==> src/rtl/dnn_pkg.sv <==
// ============================================================================
// Module      : dnn_pkg
// Description : Shared widths, counter constants and FSM state encoding for
//               the DNN output-layer stage.
// Revision    : 1.0 - initial release
// ============================================================================
`default_nettype none

package dnn_pkg;

    localparam int ACT_W  = 21;
    localparam int WGT_W  = 5;
    localparam int PROD_W = 26;
    localparam int ACC_W  = 28;
    localparam int N_HID  = 4;
    localparam int N_OUT  = 2;

    // One MAC step per (hidden node, output node) pair
    localparam int               CNT_W    = 3;
    localparam logic [CNT_W-1:0] CNT_LAST = CNT_W'(N_HID * N_OUT - 1);

    typedef enum logic [1:0] {
        IDLE = 2'd0,
        MAC  = 2'd1,
        DONE = 2'd2
    } state_t;

endpackage : dnn_pkg

`default_nettype wire

==> src/rtl/dnn_mac.sv <==
// ============================================================================
// Module      : dnn_mac
// Description : Shared signed 21x5 multiplier with the two output-node
//               accumulators; operand and accumulator chosen by step count.
// Revision    : 1.0 - initial release
// ============================================================================
`default_nettype none

module dnn_mac
    import dnn_pkg::*;
(
    input  logic                          clk,
    input  logic                          rst,
    input  logic                          i_clr,
    input  logic                          i_step,
    input  logic [CNT_W-1:0]              i_cnt,
    input  logic [N_HID*ACT_W-1:0]        i_h,
    input  logic [N_HID*N_OUT*WGT_W-1:0]  i_w,
    output logic signed [ACC_W-1:0]       o_acc8,
    output logic signed [ACC_W-1:0]       o_acc9
);

    logic        [1:0]        w_hidx;
    logic signed [ACT_W-1:0]  w_h;
    logic signed [WGT_W-1:0]  w_w;
    logic signed [PROD_W-1:0] w_h_ext;
    logic signed [PROD_W-1:0] w_w_ext;
    logic signed [PROD_W-1:0] w_prod;
    logic signed [ACC_W-1:0]  w_prod_ext;

    logic signed [ACC_W-1:0]  r_acc8;
    logic signed [ACC_W-1:0]  r_acc9;

    // Weights are packed in step order: w48,w58,w68,w78,w49,w59,w69,w79
    assign w_hidx     = i_cnt[1:0];
    assign w_h        = i_h[int'(w_hidx) * ACT_W +: ACT_W];
    assign w_w        = i_w[int'(i_cnt) * WGT_W +: WGT_W];
    assign w_h_ext    = PROD_W'(w_h);
    assign w_w_ext    = PROD_W'(w_w);
    assign w_prod     = w_h_ext * w_w_ext;
    assign w_prod_ext = ACC_W'(w_prod);

    always_ff @(posedge clk) begin
        if (rst || i_clr) begin
            r_acc8 <= '0;
            r_acc9 <= '0;
        end else if (i_step) begin
            if (i_cnt[2]) begin
                r_acc9 <= r_acc9 + w_prod_ext;
            end else begin
                r_acc8 <= r_acc8 + w_prod_ext;
            end
        end
    end

    assign o_acc8 = r_acc8;
    assign o_acc9 = r_acc9;

endmodule : dnn_mac

`default_nettype wire

==> src/rtl/dnn_stage2.sv <==
// ============================================================================
// Module      : dnn_stage2
// Description : Output layer (2 nodes, 4 inputs) computed serially on one
//               multiplier, followed by argmax; fixed 9-edge latency.
// Revision    : 1.0 - initial release
// ============================================================================
`default_nettype none

module dnn_stage2
    import dnn_pkg::*;
(
    input  logic                      clk,
    input  logic                      rst,
    input  logic signed [ACT_W-1:0]   h0,
    input  logic signed [ACT_W-1:0]   h1,
    input  logic signed [ACT_W-1:0]   h2,
    input  logic signed [ACT_W-1:0]   h3,
    input  logic signed [WGT_W-1:0]   w48,
    input  logic signed [WGT_W-1:0]   w58,
    input  logic signed [WGT_W-1:0]   w68,
    input  logic signed [WGT_W-1:0]   w78,
    input  logic signed [WGT_W-1:0]   w49,
    input  logic signed [WGT_W-1:0]   w59,
    input  logic signed [WGT_W-1:0]   w69,
    input  logic signed [WGT_W-1:0]   w79,
    input  logic                      stg_2_rdy,
    output logic                      in_ready,
    output logic signed [ACC_W-1:0]   z8,
    output logic signed [ACC_W-1:0]   z9,
    output logic                      cls,
    output logic                      stg_3_rdy
);

    state_t                          r_state;
    state_t                          w_state_nxt;
    logic                            w_clr;
    logic                            w_step;
    logic [CNT_W-1:0]                r_cnt;
    logic [N_HID*ACT_W-1:0]          r_h;
    logic [N_HID*N_OUT*WGT_W-1:0]    r_w;
    logic signed [ACC_W-1:0]         w_acc8;
    logic signed [ACC_W-1:0]         w_acc9;
    logic signed [ACC_W-1:0]         r_z8;
    logic signed [ACC_W-1:0]         r_z9;
    logic                            r_cls;
    logic                            r_stg_3_rdy;

    always_ff @(posedge clk) begin
        if (rst) begin
            r_state <= IDLE;
        end else begin
            r_state <= w_state_nxt;
        end
    end

    always_comb begin
        w_state_nxt = r_state;
        w_clr       = 1'b0;
        w_step      = 1'b0;
        case (r_state)
            IDLE: begin
                if (stg_2_rdy) begin
                    w_clr       = 1'b1;
                    w_state_nxt = MAC;
                end
            end
            MAC: begin
                w_step = 1'b1;
                if (r_cnt == CNT_LAST) begin
                    w_state_nxt = DONE;
                end
            end
            DONE: begin
                w_state_nxt = IDLE;
            end
            default: begin
                w_state_nxt = IDLE;
            end
        endcase
    end

    // Operands are frozen at accept so upstream may change freely during MAC
    always_ff @(posedge clk) begin
        if (rst) begin
            r_cnt <= '0;
            r_h   <= '0;
            r_w   <= '0;
        end else if (w_clr) begin
            r_cnt <= '0;
            r_h   <= {h3, h2, h1, h0};
            r_w   <= {w79, w69, w59, w49, w78, w68, w58, w48};
        end else if (w_step) begin
            r_cnt <= r_cnt + 1'b1;
        end
    end

    dnn_mac u_mac (
        .clk    (clk),
        .rst    (rst),
        .i_clr  (w_clr),
        .i_step (w_step),
        .i_cnt  (r_cnt),
        .i_h    (r_h),
        .i_w    (r_w),
        .o_acc8 (w_acc8),
        .o_acc9 (w_acc9)
    );

    always_ff @(posedge clk) begin
        if (rst) begin
            r_z8        <= '0;
            r_z9        <= '0;
            r_cls       <= 1'b0;
            r_stg_3_rdy <= 1'b0;
        end else if (r_state == DONE) begin
            r_z8        <= w_acc8;
            r_z9        <= w_acc9;
            r_cls       <= (w_acc9 > w_acc8);
            r_stg_3_rdy <= 1'b1;
        end else begin
            r_stg_3_rdy <= 1'b0;
        end
    end

    assign in_ready  = (r_state == IDLE);
    assign z8        = r_z8;
    assign z9        = r_z9;
    assign cls       = r_cls;
    assign stg_3_rdy = r_stg_3_rdy;

endmodule : dnn_stage2

`default_nettype wire

==> config.mk <==
export PLATFORM = sky130hd
export DESIGN_NAME = dnn_stage2
export DESIGN_NICKNAME = d
export VERILOG_FILES = /design/src/rtl/dnn_pkg.sv /design/src/rtl/dnn_mac.sv /design/src/rtl/dnn_stage2.sv
export SDC_FILE = /design/constraint.sdc
export NUM_CORES = 1
export LEC_CHECK = 0
export ABC_CLOCK_PERIOD_IN_PS = 18450
export BUFFER_PORTS_ARGS = -buffer_cell sky130_fd_sc_hd__buf_4
export CELL_PAD_IN_SITES_DETAIL_PLACEMENT = 0
export CELL_PAD_IN_SITES_GLOBAL_PLACEMENT = 2
export CORE_ASPECT_RATIO = 1.4
export CORE_MARGIN = 2
export CORE_UTILIZATION = 39
export CTS_BUF_LIST = sky130_fd_sc_hd__clkbuf_4 sky130_fd_sc_hd__clkbuf_8
export DETAILED_ROUTE_END_ITERATION = 16
export PLACE_DENSITY = 0.9
export SKIP_CTS_REPAIR_TIMING = 1
export SLEW_MARGIN = 20
export SYNTH_ARGS = -nofsm -noshare
export SYNTH_HDL_FRONTEND = slang
export SYNTH_SLANG_ARGS = --single-unit
==> constraint.sdc <==
create_clock -name clk -period 18.45 [get_ports clk]
set_clock_uncertainty 0.15 [all_clocks]
set_input_delay 0 -clock clk [delete_from_list [all_inputs] [get_ports clk]]
set_output_delay 0 -clock clk [all_outputs]
set_load 0.1 [all_outputs]
---- Word-level counts from Yosys, hierarchy flattened ----
Cells that the tools add are included.
operators by class
  add/subtract/negate cells ............... 3
  multipliers ............................. 3
  order comparisons ....................... 1
  equality and inequality tests ........... 5
  shift-type cells ........................ 2
  muxes and demuxes ....................... 7
  bitwise logic cells ..................... 1
  reductions and logical operators ........ 6
operators with widths
  cell                 count
  $shiftx 84x8->21     1
  $add 28x26->28       2
  $shiftx 40x7->5      1
  $gt 28x28->1         1
  $mul 21x5->26        1
  $mul 2x5->7 const B  1
  $mul 3x3->6 const B  1
  $reduce_and 2->1     3
  $mux 1               4
  $mux 2               2
  $ne 2x2->1 const B   2
  $pmux 2 s2           1
  $add 3x1->3 const B  1
  $eq 3x3->1 const B   1
  $eq 2x1->1 const B   1
  $eq 2x2->1 const B   1
  $logic_not 2->1      1
  $reduce_or 2->1      1
  $logic_or 1x1->1     1
  $not 1->1            1
word-level totals
  register bits after elaboration ......... 243
  bits of input ports ..................... 127
  output and inout port bits .............. 59

---- Longest topological paths before layout ----
Gate-level depths: netlist of the first run.
  word-level depth ........................ 4
  gate-level depth with buffers ........... 32
  mapped depth without buffers ............ 29

---- Hierarchy ----
From an unflattened synthesis of the first run, not the netlist that was laid out.
unflattened totals
  cell total of the unflattened synthesis .. 2,013
  area total of the unflattened synthesis .. 16,260.6 sq um
by module, submodules not included
  module      instances  cells an instance  area each (sq um)  seq. area each (sq um)
  dnn_mac     1          1,101              9,126.3            1,121.1
  dnn_stage2  1          912                7,134.3            3,743.6

---- Worst setup path after synthesis of the first run ----
No wires, ideal clock.
  kind .................................... register to register
  start point ............................. register r_cnt[0]
  end point ............................... register u_mac.r_acc8[27], in the netlist u_mac.o_acc8[27]
  library setup time ...................... 0.095 ns
  arrival time ............................ 7.301 ns
  path slack .............................. 10.904 ns
  stages on the path, launching flop included .. 30
  clock period less this slack ............ 7.546 ns
  cell sequence ........................... dfxtp_1 -> clkbuf_1 -> buf_2 -> buf_2 -> mux4_2 -> or2_2 -> fa_1 -> fa_1 -> fa_1 -> inv_1 -> ha_1 -> a21o_1 -> a21oi_1 -> o211a_1 -> o31ai_1 -> a211oi_1 -> o211ai_1 -> a31o_2 -> a21oi_1 -> xnor2_1 -> ha_1 -> nand3_1 -> nor2_1 -> nand3_1 -> a311o_1 -> nand3_1 -> nand4_1 -> nand3_1 -> mux4_2 -> o311ai_1
on the way
  longest elaborated chain between the ends .. 4
  elaborated cells on any way between the ends .. 6
  classes of those cells .................. add/sub (1); mul (3); shift (2)
RTL lines
  item                                                        RTL line                      source
  from (decl)                                                 dnn_stage2.sv:38              logic [CNT_W-1:0] r_cnt;
  from (signal assigned)                                      dnn_stage2.sv:93              r_cnt <= r_cnt + 1'b1;
  $mul 2x5->7 / $mul 3x3->6 (equally long branches)           dnn_mac.sv:36, dnn_mac.sv:37
  $shiftx 84x8->21 / $shiftx 40x7->5 (equally long branches)  dnn_mac.sv:36, dnn_mac.sv:37
  $mul 21x5->26 *                                             dnn_mac.sv:40                 assign w_prod = w_h_ext * w_w_ext;
  $add 28x26->28 *                                            dnn_mac.sv:51                 r_acc8 <= r_acc8 + w_prod_ext;
  to (signal assigned)                                        dnn_mac.sv:51
  to (decl)                                                   dnn_mac.sv:31                 logic signed [ACC_W-1:0] r_acc8;
Every way passes the cells marked *; elsewhere a longest branch is shown, timed or not.
A chain may end at the register's enable or synchronous reset.

---- Final worst setup path of the first run ----
Same ends and word-level chain as after synthesis.

==> reports/qor.yml, run 1 <==
dr.pass1.iters: 5
fillCellCount: 4014
internal_power_uw: 959.6
max_stage_delay_ps: 670
synth_edf_count: 0
seqPwrFrac: 0.414
layout-drive-gt1-share: 0.1444
core_sq_um: 41180
placedCellCount: 2643
post-route-min-period_ps: 8556
gp_congestion: 0.8457
grt_use_met3: 0.02458
via_count: 14460
die-height_microns: 245.3
cpMostUsedCell: "nand3_1"
synth_warnings: 0
slew_viol_final: 0
slew_headroom: 0.2764
antenna_found_initial: 1
timing.rr.end: "u_mac.o_acc8[27]"
cts_num_sinks: 243
fin_crit_sh: 0.4638
critPathKind: "register to register"
finalSetupViolations: 0
drtIter0Drc: 482
p_per_area_nw_per_um2: 64.78
power_frac_comb: 0.202
p_sw_frac: 0.2853
seq_area_frac_synth: 0.2999
fmax_ghz: 0.1169
endpoint_kind: "register"
instances_no_fill: 2888
grtUsageMet2: 0.3391
htreeDepth: 2
die_area_sq_um: 43260
critPathMaxFanout: 22
drc: 0
synth_cell_types: 67
cts_buffers: 40
synthesis.area_sq_um: 16220
syn_nets: 2333
async_flop_share: 0
cts_tree: "done"
cp.required_ps: 18770
grt_first_pass_wirelength_mm: 67.34
worst_pin_slew_ps: 1084
hold_path.class: "input pin to register"
synth-main-ff-cell: "dfxtp_1"
leakagePower_nw: 9.005
wirelength_mm: 42.86
clkTransAtPathRegs_ps: 60
grt_pass1_vias: 13740
crit_end: "u_mac.o_acc8[27]"
synthToLayoutAreaGrowth_pct: 27.78
avgViaCountPerCell: 5.006
synthCells: 2002
r2r_slack_ps: 9890
synth.area.top_cells: "dfxtp_1 30%, nand2_1 11%, ha_1 11%, a21oi_1 8.7%, fa_1 8.3%"
rsz0062_at_grt: "no"
num_rows: 88
clk_latency_ps: 580
drtAntennaViolNets: 0
port_buffers: 185
hpwl_mm: 31.03
grt_use_met1: 0.2351
grt.total_usage: 0.1895
cts-root-buf: "clkbuf_8"
cp-start-kind: "register"
overflow: 0
pwr-share-clk: 0.383
io_pins: 186
yosys.area.top_type: "dfxtp_1"
grt_max_degree: 114
ys_seq_elements: 243
synth_top_area_frac: 0.2999
tns_ps: 0
clockBufferDepth: 3
vdd_drop_max_mv: 0.03358
r2r_start: "r_cnt[0]"
avgSynthCellArea_sq_um: 8.102
startpoint: "r_cnt[0]"
fp.dieW_microns: 176.4
worst-r2r-cell-count: 28
hold_viol: 0
max-cap-violations: 0
gr-max-usage-layer: "met2"
routedWlPerCell_microns: 14.84
start_util: 0.3939
p_sw_uw: 383.1
nets: 2651
outcome: "completed"
worstPathArrival_ps: 8880
slowest_stage: "dfxtp_2"
## worst min path at each step
stage / start / endpoint / cells after the start
5_1_grt: w58[3] / r_w[8] / 4
4_1_cts: w49[3] / r_w[23] / 3
3_3_place_gp: h3[8] / r_h[71] / 3
3_5_place_dp: h3[9] / r_h[72] / 3
2_1_floorplan: h2[0] / r_h[42] / 2
6_report: h0[2] / r_h[2] / 4
## per-stage QoR
step	util	power (mW)	area, sq um	setup slack (ps)	hold WS [ps]
final	0.5033	1.343	20730	9894	96.62
after global routing	0.5033	1.414	20730	9338	81.84
after CTS	0.4597	1.330	18930	9475	-506.3
after detailed placement	0.4387	0.8104	18070	9468	106.9
after global placement	0.4387	0.8055	18070	9623	105.2
after floorplan	-	0.7361	16220	10900	-14.04
## cells by family (layout without fill, tap and decap cells)
kind of cell,count (synthesis),count (layout),synth area share
xor+xnor,60,60,0.03286
flops,243,243,0.2999
simple gates,754,754,0.2063
fa+ha+maj,204,204,0.1884
other cells,0,1,0
buf+inv,251,596,0.05839
mux,43,43,0.05207
compound gates,447,447,0.1621
## power by group through the flow
stage	combinational [mW]	clock, mW	sequential [mW]
final	0.272	0.515	0.556
after global routing	0.303	0.553	0.558
after CTS	0.243	0.531	0.556
after detailed placement	0.242	0	0.568
after global placement	0.238	0	0.567
after floorplan	0.174	0	0.562
## worst max-delay path: cells and delay by family, from the launching register on
family / cells / cell delay (ps)
compound gates: 9 / 2020
xor+xnor: 1 / 350
fa+ha+maj: 5 / 2180
buf+inv: 3 / 540
flops: 1 / 670
mux: 3 / 1670
simple gates: 7 / 860
## synth_stat cells, types with 5 or more instances
cell / number
nand2_1: 468
a21oi_1: 282
dfxtp_1: 243
inv_1: 151
ha_1: 137
nor2b_1: 86
clkbuf_1: 83
fa_1: 67
nor2_1: 66
nand3_1: 44
a21o_1: 39
o21ai_0: 37
xnor2_1: 34
mux4_2: 33
xor2_1: 25
nand2b_1: 16
nor3_1: 16
a211oi_1: 13
buf_1: 13
or3_1: 12
and3_1: 11
nand4_1: 10
o21ai_1: 10
mux2i_1: 9
o21a_1: 9
a31oi_1: 5
nand3b_1: 5
or4_1: 5
## layer usage
metal	wire, microns	vias to the layer above
li1	-	7369
met3	1407	64
met2	21550	264
met5	0	-
met4	1020	0
met1	18880	6760
## flip-flops by register name, indices dropped and copies added (netlist names)
| signal | cells |
|---|---|
| r_h | 84 |
| u_mac.o_acc8 | 28 |
| u_mac.o_acc9 | 28 |
| r_w | 40 |
| z9 | 28 |
| stg_3_rdy | 1 |
| z8 | 28 |
| r_cnt | 3 |
| r_state | 2 |
| cls | 1 |
## cell usage in the layout, fill, tap and decap left out, drive strengths merged, types with 51 or more instances in the layout
| cell | instances |
|---|---|
| dlygate4sd3 | 173 |
| nand2 | 468 |
| clkbuf | 59 |
| dfxtp | 243 |
| inv | 152 |
| buf | 203 |
| nor2b | 86 |
| o21ai | 51 |
| nor2 | 66 |
| a21oi | 284 |
| ha | 137 |
| fa | 67 |
## final cells by class
cell class / instances / area, sq um / share of cell area
diodes: 1 / 2.502 / 0.0001207
clock buffers: 59 / 755.7 / 0.03646
clock inverters: 10 / 106.4 / 0.005131
inverters: 151 / 566.8 / 0.02735
multi-input cells: 1508 / 10450 / 0.5044
flip-flops and latches: 243 / 4866 / 0.2348
well taps: 540 / 675.6 / 0.03260
repair buffers: 376 / 3299 / 0.1592
No activity file was read; power rests on OpenSTA's default activity.
==> inputs of run 2 (changes only) <==
--- a/config.mk
+++ b/config.mk
@@ -5,16 +5,16 @@
 export SDC_FILE = /design/constraint.sdc
 export NUM_CORES = 1
 export LEC_CHECK = 0
-export ABC_CLOCK_PERIOD_IN_PS = 18450
+export ABC_CLOCK_PERIOD_IN_PS = 8800
 export BUFFER_PORTS_ARGS = -buffer_cell sky130_fd_sc_hd__buf_4
 export CELL_PAD_IN_SITES_DETAIL_PLACEMENT = 0
 export CELL_PAD_IN_SITES_GLOBAL_PLACEMENT = 2
 export CORE_ASPECT_RATIO = 1.4
 export CORE_MARGIN = 2
-export CORE_UTILIZATION = 39
+export CORE_UTILIZATION = 36
 export CTS_BUF_LIST = sky130_fd_sc_hd__clkbuf_4 sky130_fd_sc_hd__clkbuf_8
 export DETAILED_ROUTE_END_ITERATION = 16
-export PLACE_DENSITY = 0.9
+export PLACE_DENSITY = 0.84
 export SKIP_CTS_REPAIR_TIMING = 1
 export SLEW_MARGIN = 20
 export SYNTH_ARGS = -nofsm -noshare
==> constraint.sdc (replaced) <==
create_clock -name clk -period 8.8 [get_ports clk]
set_clock_uncertainty 0.15 [all_clocks]
set_input_delay 0 -clock clk [delete_from_list [all_inputs] [get_ports clk]]
set_output_delay 0 -clock clk [all_outputs]
set_load 0.1 [all_outputs]
==> run 2 against run 1 <==
Compared with the run above:
- fmax is 8.9% higher
- core utilization is 3.0 points lower
- die area is 8.2% higher
- first-iteration DRC count is 21% higher
- non-clock buffer count is 33 higher
- cell area is 2.2% higher
- combinational power is 110% higher
- count of clock-buffer cells in the layout is 1 lower
- power is 120% higher
==> reports/qor.yml, run 2 (same netlist as run 1, synthesis figures left out) <==
p_sw_frac: 0.2789
max_stage_delay_ps: 610
vdd_drop_max_mv: 0.1010
grt_max_degree: 101
fp.dieW_microns: 183.4
final_cell_mix: "467 x nand2_1, 282 x a21oi_1, 242 x dfxtp_1, 206 x dlygate4sd3_1, 202 x buf_4"
cp.required_ps: 9140
worst_pin_slew_ps: 1088
drtAntennaViolNets: 0
outcome: "completed"
timing.rr.end: "u_mac.o_acc8[27]"
cts_buffers: 42
startpoint: "r_cnt[0]"
cts_num_sinks: 243
crit_buf_inv: 2
rsz0062_at_grt: "no"
hpwl_mm: 32.01
reg_top3: "r_h (84), r_w (40)"
worstHoldPathCells: 4
slowest_stage: "mux4_2"
fmax_ghz: 0.1273
max-cap-violations: 0
cts_tree: "done"
power_mw: 2.979
critPathKind: "register to register"
fillCellCount: 4335
clk_latency_ps: 560
grt_pass1_vias: 14000
pwr-share-clk: 0.414
tns_ps: 0
overflow: 0
avgViaCountPerCell: 4.922
placedCellCount: 2669
post-route-min-period_ps: 7856
antenna_found_initial: 1
endpoint_kind: "register"
grt_first_pass_wirelength_mm: 69.14
cpLargestDelayFamily: "adder cells"
htreeDepth: 2
worst-r2r-cell-count: 27
instances_no_fill: 2950
cp.depth: 27
cp-start-kind: "register"
finalSetupViolations: 0
fin_hold_ws_ps: 84.78
worstPathArrival_ps: 8200
largest_register_ffs: 84
clockBufferDepth: 3
layout-drive-gt1-share: 0.1451
core_sq_um: 44780
leakagePower_nw: 9.189
drc: 0
grt.total_usage: 0.1810
drtIter0Drc: 582
cts-root-buf: "clkbuf_8"
nets: 2686
fin_crit_sh: 0.8927
die-height_microns: 255.2
wirelength_mm: 43.66
internal_power_mw: 2.148
power_frac_comb: 0.194
io_pins: 186
port_buffers: 185
start_util: 0.3622
slew_headroom: 0.2746
seqPwrFrac: 0.392
via_count: 14520
hold_viol: 0
hold_path.class: "input pin to register"
synthToLayoutAreaGrowth_pct: 30.59
routedWlPerCell_microns: 14.80
cpMostUsedCell: "nand3_1"
top_register: "r_h"
final_common_cell: "nand2_1"
fin_ws_ps: 944.5
gp_congestion: 0.8160
dp_slack_ps: 800.5
crit_end: "u_mac.o_acc8[27]"
num_rows: 92
p_per_area_nw_per_um2: 140.6
slew_viol_final: 0
r2r_start: "r_cnt[0]"
clkTransAtPathRegs_ps: 70
p_sw_uw: 830.9
die_area_sq_um: 46800
critPathMaxFanout: 23
r2r_slack_ps: 940
dr.pass1.iters: 5
==> run 2: cell count changes in the layout (fill, tap and decap cells not counted), sizes merged <==
cell,delta
dlygate4sd3,+33
clkinv,+2
clkbuf,-1
bufinv,+4
==> run 2: area by class of cell <==
class | count | area (sq um) | share of cell area
antenna | 1 | 2.502 | 0.0001181
clock buffer | 58 | 760.7 | 0.03591
clock inverter | 16 | 239.0 | 0.01128
inverter | 151 | 566.8 | 0.02676
multi-input combinational | 1508 | 10450 | 0.4934
sequential | 243 | 4866 | 0.2297
tap | 564 | 705.7 | 0.03331
timing repair buffer | 409 | 3590 | 0.1695
==> run 2: power by group through the flow <==
stage / Combinational [mW] / Sequential [mW] / Clock (mW)
final: 0.579 / 1.17 / 1.23
after global placement: 0.503 / 1.19 / 0
after detailed placement: 0.509 / 1.19 / 0
after floorplan: 0.366 / 1.18 / 0
after global routing: 0.649 / 1.17 / 1.32
after CTS: 0.512 / 1.17 / 1.27
==> run 2: through the flow <==
step	util	instance area (sq um)
2_1_floorplan	-	16220
3_3_place_gp	0.4046	18120
3_5_place_dp	0.4046	18120
4_1_cts	0.4270	19120
5_1_grt	0.4731	21180
6_report	0.4731	21180
==> run 2: worst min path at each step <==
| stage | from | end | slack [ps] |
|---|---|---|---|
| after floorplan | h2[0] | r_h[42] | -10 |
| after global placement | h2[1] | r_h[43] | 110 |
| after detailed placement | h2[13] | r_h[55] | 100 |
| after CTS | w59[1] | r_w[26] | -520 |
| after global routing | h3[2] | r_h[65] | 60 |
| final | h2[6] | r_h[48] | 80 |
==> run 2: layer usage <==
| metal | routed length [microns] | vias to the layer above | part of all wire | global-route usage |
|---|---|---|---|---|
| met3 | 1412 | 66 | 0.032 | 0.02106 |
| met1 | 19340 | 6771 | 0.44 | 0.2242 |
| met5 | 0 | - | 0 | 0 |
| met4 | 1006 | 0 | 0.023 | 0.05280 |
| met2 | 21910 | 246 | 0.50 | 0.3289 |
| li1 | - | 7438 | - | - |
==> run 2: tightest hold or removal path, stage by stage <==
cell and delay (ps):
dlygate4sd3_1 520, buf_4 90, nand2_1 40, a21oi_1 110
